===== config.mk =====
export PLATFORM = sky130hd
export DESIGN_NAME = sha256_core
export DESIGN_NICKNAME = d
export VERILOG_FILES = /design/src/rtl/sha256_core.sv
export SDC_FILE = /design/constraint.sdc
export NUM_CORES = 2
export LEC_CHECK = 0
export ABC_AREA = 0
export BUFFER_PORTS_ARGS = -buffer_cell sky130_fd_sc_hd__buf_2
export CELL_PAD_IN_SITES_DETAIL_PLACEMENT = 1
export CELL_PAD_IN_SITES_GLOBAL_PLACEMENT = 1
export CORE_AREA = 2 2 385 387
export DETAILED_ROUTE_END_ITERATION = 8
export DIE_AREA = 0 0 387 389
export PLACE_DENSITY_LB_ADDON = 0.3
export SYNTH_ARGS = -nofsm -noshare
export SYNTH_HDL_FRONTEND = slang
export SYNTH_SLANG_ARGS = --single-unit

===== constraint.sdc =====
create_clock -name clk_i -period 9.5 [get_ports clk_i]
set_input_delay 0.475 -clock clk_i [delete_from_list [all_inputs] [get_ports clk_i]]
set_output_delay 0.475 -clock clk_i [all_outputs]
set_load 0.01 [all_outputs]

===== src/rtl/sha256_core.sv =====
// SHA-256 compression core: one 512-bit block per command, one round per clock.
//
// Ports:
//   clk_i          - clock, all state updates on the rising edge
//   rst_i          - synchronous active-high reset
//   init_i         - start a new hash from the IV using block_i
//   next_i         - chain from the current digest using block_i
//   block_i        - 512-bit message block, W0 = block_i[511:480]
//   ready_o        - idle and able to accept init_i / next_i
//   digest_o       - chaining value H0..H7, H0 = digest_o[255:224]
//   digest_valid_o - digest_o holds the result of the last accepted block
module sha256_core (
    input  logic         clk_i,
    input  logic         rst_i,
    input  logic         init_i,
    input  logic         next_i,
    input  logic [511:0] block_i,
    output logic         ready_o,
    output logic [255:0] digest_o,
    output logic         digest_valid_o
);

    typedef enum logic [1:0] {StIdle, StRound, StFinal} state_e;

    localparam logic [31:0] K [64] = '{
        32'h428a2f98, 32'h71374491, 32'hb5c0fbcf, 32'he9b5dba5,
        32'h3956c25b, 32'h59f111f1, 32'h923f82a4, 32'hab1c5ed5,
        32'hd807aa98, 32'h12835b01, 32'h243185be, 32'h550c7dc3,
        32'h72be5d74, 32'h80deb1fe, 32'h9bdc06a7, 32'hc19bf174,
        32'he49b69c1, 32'hefbe4786, 32'h0fc19dc6, 32'h240ca1cc,
        32'h2de92c6f, 32'h4a7484aa, 32'h5cb0a9dc, 32'h76f988da,
        32'h983e5152, 32'ha831c66d, 32'hb00327c8, 32'hbf597fc7,
        32'hc6e00bf3, 32'hd5a79147, 32'h06ca6351, 32'h14292967,
        32'h27b70a85, 32'h2e1b2138, 32'h4d2c6dfc, 32'h53380d13,
        32'h650a7354, 32'h766a0abb, 32'h81c2c92e, 32'h92722c85,
        32'ha2bfe8a1, 32'ha81a664b, 32'hc24b8b70, 32'hc76c51a3,
        32'hd192e819, 32'hd6990624, 32'hf40e3585, 32'h106aa070,
        32'h19a4c116, 32'h1e376c08, 32'h2748774c, 32'h34b0bcb5,
        32'h391c0cb3, 32'h4ed8aa4a, 32'h5b9cca4f, 32'h682e6ff3,
        32'h748f82ee, 32'h78a5636f, 32'h84c87814, 32'h8cc70208,
        32'h90befffa, 32'ha4506ceb, 32'hbef9a3f7, 32'hc67178f2
    };

    localparam logic [31:0] IV [8] = '{
        32'h6a09e667, 32'hbb67ae85, 32'h3c6ef372, 32'ha54ff53a,
        32'h510e527f, 32'h9b05688c, 32'h1f83d9ab, 32'h5be0cd19
    };

    function automatic logic [31:0] rotr(input logic [31:0] x, input int unsigned n);
        return (x >> n) | (x << (32 - n));
    endfunction

    state_e      state_q;
    logic [5:0]  t_q;
    logic [31:0] v_q [8];   // working variables a..h
    logic [31:0] h_q [8];   // chaining value H0..H7
    logic [31:0] w_q [16];  // schedule window, w_q[0] is W[t]
    logic        ready_q;
    logic        valid_q;

    logic [31:0] big_s0, big_s1, ch, maj, t1, t2, w_new;

    always_comb begin
        big_s1 = rotr(v_q[4], 6) ^ rotr(v_q[4], 11) ^ rotr(v_q[4], 25);
        ch     = (v_q[4] & v_q[5]) ^ (~v_q[4] & v_q[6]);
        t1     = v_q[7] + big_s1 + ch + K[t_q] + w_q[0];
        big_s0 = rotr(v_q[0], 2) ^ rotr(v_q[0], 13) ^ rotr(v_q[0], 22);
        maj    = (v_q[0] & v_q[1]) ^ (v_q[0] & v_q[2]) ^ (v_q[1] & v_q[2]);
        t2     = big_s0 + maj;
        // W[t+16] from the window W[t..t+15]
        w_new  = (rotr(w_q[14], 17) ^ rotr(w_q[14], 19) ^ (w_q[14] >> 10)) + w_q[9]
               + (rotr(w_q[1], 7) ^ rotr(w_q[1], 18) ^ (w_q[1] >> 3)) + w_q[0];
    end

    always_ff @(posedge clk_i) begin
        if (rst_i) begin
            state_q <= StIdle;
            t_q     <= 6'd0;
            ready_q <= 1'b1;
            valid_q <= 1'b0;
            for (int i = 0; i < 8; i++) begin
                v_q[i] <= 32'h0;
                h_q[i] <= 32'h0;
            end
            for (int i = 0; i < 16; i++) w_q[i] <= 32'h0;
        end else begin
            case (state_q)
                StIdle: begin
                    if (init_i || next_i) begin
                        for (int i = 0; i < 16; i++) w_q[i] <= block_i[511 - 32*i -: 32];
                        for (int i = 0; i < 8; i++) begin
                            if (init_i) begin
                                v_q[i] <= IV[i];
                                h_q[i] <= IV[i];
                            end else begin
                                v_q[i] <= h_q[i];
                            end
                        end
                        t_q     <= 6'd0;
                        ready_q <= 1'b0;
                        valid_q <= 1'b0;
                        state_q <= StRound;
                    end
                end
                StRound: begin
                    v_q[0] <= t1 + t2;
                    v_q[1] <= v_q[0];
                    v_q[2] <= v_q[1];
                    v_q[3] <= v_q[2];
                    v_q[4] <= v_q[3] + t1;
                    v_q[5] <= v_q[4];
                    v_q[6] <= v_q[5];
                    v_q[7] <= v_q[6];
                    for (int i = 0; i < 15; i++) w_q[i] <= w_q[i + 1];
                    w_q[15] <= w_new;
                    t_q     <= t_q + 6'd1;
                    if (t_q == 6'd63) state_q <= StFinal;
                end
                StFinal: begin
                    for (int i = 0; i < 8; i++) h_q[i] <= h_q[i] + v_q[i];
                    ready_q <= 1'b1;
                    valid_q <= 1'b1;
                    state_q <= StIdle;
                end
                default: state_q <= StIdle;
            endcase
        end
    end

    assign ready_o        = ready_q;
    assign digest_valid_o = valid_q;
    assign digest_o       = {h_q[0], h_q[1], h_q[2], h_q[3], h_q[4], h_q[5], h_q[6], h_q[7]};

endmodule


==> impl_metrics.env <==
export IMPL_die_y_um=389
export IMPL_ios=774
export IMPL_yosysTopAreaCellShare_pct=43.51
export IMPL_status="complete, no violations"
export IMPL_setup_viol=0
export IMPL_finalHoldViolations=0
export IMPL_rows=141
export IMPL_synth_area_mm2=0.06846
export IMPL_crit_slowest_cell="ha_2"
export IMPL_grt_pass1_wl_mm=447.5
export IMPL_cts_tree="yes"
export IMPL_antenna_found_initial=61
export IMPL_fmax_mhz=109.5
export IMPL_post_route_util_pct=55.58
export IMPL_grt_usage_pct=40.95
export IMPL_slowest_delay_ns=0.57
export IMPL_dp_hpwl_mm=231.5
export IMPL_startpoint="t_q[0]$_SDFFE_PP0P_"
export IMPL_core_mm2=0.1466
export IMPL_nNetsFinal=8615
export IMPL_relSlewSlack_pct=7.912
export IMPL_final_max_slew_violation_count=0
export IMPL_period_share_pct=96.14
export IMPL_post_synth_top_count_cell="edfxtp_1"
export IMPL_start_util_pct=46.70
export IMPL_drt_iter0_drc=7832
export IMPL_fin_cells=9586
export IMPL_firstDrtPassIters=8
export IMPL_critical_path_top_delay_family="adder cells"
export IMPL_synth_top_flop_cell="edfxtp_1"
export IMPL_rsz0062_at_grt="no"
export IMPL_synth_seq_cells=1034
export IMPL_overflow=0
export IMPL_via_per_inst=6.480
export IMPL_cap_violations=0
export IMPL_seq_area_frac_synth_pct=44.74
export IMPL_cts_clk_slew_worst_paths_ns=0.07
export IMPL_cts_setup_buffers=0
export IMPL_cts_buffers=116
export IMPL_hold_start="block_i[360]"
export IMPL_setup_tns_ns=0
export IMPL_dieArea_mm2=0.1505
export IMPL_tightest_slew_ns=1.381
export IMPL_wire_per_inst_um=33.45
export IMPL_syn_nets=7697
export IMPL_drive_gt1_share_pct=15.36
export IMPL_clkSinkCount=1034
export IMPL_drcViolationCount=0
export IMPL_vias=62114
export IMPL_cp_max_fo=10
export IMPL_crit_path_end_kind="register"
export IMPL_yosysWarnings=0
export IMPL_min_period_ns=9.133
export IMPL_r2r_start="t_q[0]$_SDFFE_PP0P_"
export IMPL_clk_path_buf_depth=3
export IMPL_syn_area_per_cell_um2=10.38
export IMPL_synth_common_cells="992 x edfxtp_1, 648 x a21oi_1, 641 x nand2_1"
export IMPL_clock_latency_ns=0.82
export IMPL_clock_skew_ns=0.06993
export IMPL_syn_instance_count=6596
export IMPL_worstSetupPathType="reg2reg"
export IMPL_clock_root_buffer="clkbuf_16"
export IMPL_grt_pass1_vias=61498
export IMPL_area_delta_synth_final_pct=19.03
export IMPL_die_w_um=387
export IMPL_port_buffers=773
export IMPL_hold_class="in2reg"
export IMPL_globalplace_congestion=1.001
export IMPL_routed_wl_mm=320.6
export IMPL_yosysUniqueCellTypes=86
export IMPL_crit_buf_inv=8
export IMPL_ant_nets=0
export IMPL_cp_arrival_ns=9.63
export IMPL_grt_max_degree=191
export IMPL_place_inst=9039
export IMPL_synth_top_area_cell="edfxtp_1"
export IMPL_netlist_top_cells_area="edfxtp_1 44%, ha_1 7.1%, fa_1 5.7%"
export IMPL_synth_edff_count=992
export IMPL_cp_start_kind="register"
export IMPL_async_flop_share_pct=0
export IMPL_path_common_cell="inv_1"
export IMPL_critPathRequiredTime_ns=10.00
export IMPL_fillers=16053
export IMPL_h_tree_depth=3
==> sequential cells by signal (all words and copies together) (netlist names) <==
signal	cells
w_q	512
ready_o	1
h_q	256
t_q	6
state_q	2
v_q	256
digest_valid_o	1
==> repair_timing <==
item / CTS / global route
endpoints found under the setup margin: 0 / 5
resized for setup: 0 / 7
endpoints found under the hold margin: 286 / 1
hold buffers: 286 / 1
==> path summary, 6_finish.rpt <==
check	end	slack [ns]	cells past startpoint
worst max-delay path	v_q[0][29]$_DFFE_PP_	0.37	38
worst min-delay path	w_q[0][136]$_SDFFCE_PN0P_	0.02	2
worst max register to register	v_q[0][29]$_DFFE_PP_	0.37	38
worst min register to register	w_q[0][152]$_SDFFCE_PN0P_	0.54	1
==> metrics by stage <==
stage | area, um^2 | hold slack (ns) | setup slack (ns)
3_5_place_dp | 74570 | 0.5207 | 0.4804
5_1_grt | 81470 | 0.02772 | 0.00001776
6_report | 81490 | 0.02314 | 0.3669
3_3_place_gp | 74570 | 0.5121 | 0.6792
4_1_cts | 81360 | 0.0002735 | 0.3673
2_1_floorplan | 68460 | 0.4843 | 1.196
==> per-layer routing <==
| layer | vias up | GRT usage [%] | part of all wire, % |
|---|---|---|---|
| met5 | - | 0 | 0.092 |
| met1 | 31338 | 54.18 | 39 |
| met4 | 40 | 20.39 | 6.0 |
| met3 | 877 | 8.495 | 10 |
| li1 | 26032 | - | - |
| met2 | 3827 | 63.94 | 45 |
==> layout by cell type, fill, tap and decap left out, types with 84 or more instances in the layout <==
cell type      instances
a21o_1               203
o21ai_1              112
fa_1                 195
inv_1                256
xnor2_1              401
buf_2                772
nand2_1              638
xor2_1               185
a22o_1               408
ha_1                 388
buf_4                129
clkbuf_16            116
nor3_1                84
dlygate4sd3_1        287
nor2_1               490
o21ai_0              309
a21oi_1              648
edfxtp_1             992
==> final cells by class <==
type | instances | area [um^2] | share of cell area, %
flip-flops and latches | 1034 | 30640 | 37.60
diodes | 40 | 100.1 | 0.1228
repair buffers | 1199 | 7920 | 9.719
clock buffers | 137 | 2982 | 3.659
clock inverters | 83 | 944.7 | 1.159
multi-input cells | 4899 | 35480 | 43.54
well taps | 1930 | 2415 | 2.963
inverters | 264 | 1011 | 1.241
==> cells by family after synthesis <==
kind of cell / count (synthesis) / share of synthesized area (%)
AO/OA/AOI/OAI: 2136 / 20.57
XOR/XNOR: 587 / 7.510
multiplexers: 48 / 0.8023
flip-flops: 1034 / 44.74
AND/OR/NAND/NOR: 1522 / 9.601
buffers and inverters: 663 / 3.635
adder cells (fa/ha/maj): 606 / 13.14
==> worst reg2reg max path, delay by kind of cell, from the launching register on <==
family	cells	cell delay (ns)
buffers and inverters	8	0.84
flip-flops	1	0.34
XOR/XNOR	2	0.36
AND/OR/NAND/NOR	7	1.35
adder cells (fa/ha/maj)	7	3.11
AO/OA/AOI/OAI	14	2.81
Power is not shown: default switching activity piles up to over one toggle a cycle in this logic, so the estimate is an artifact.
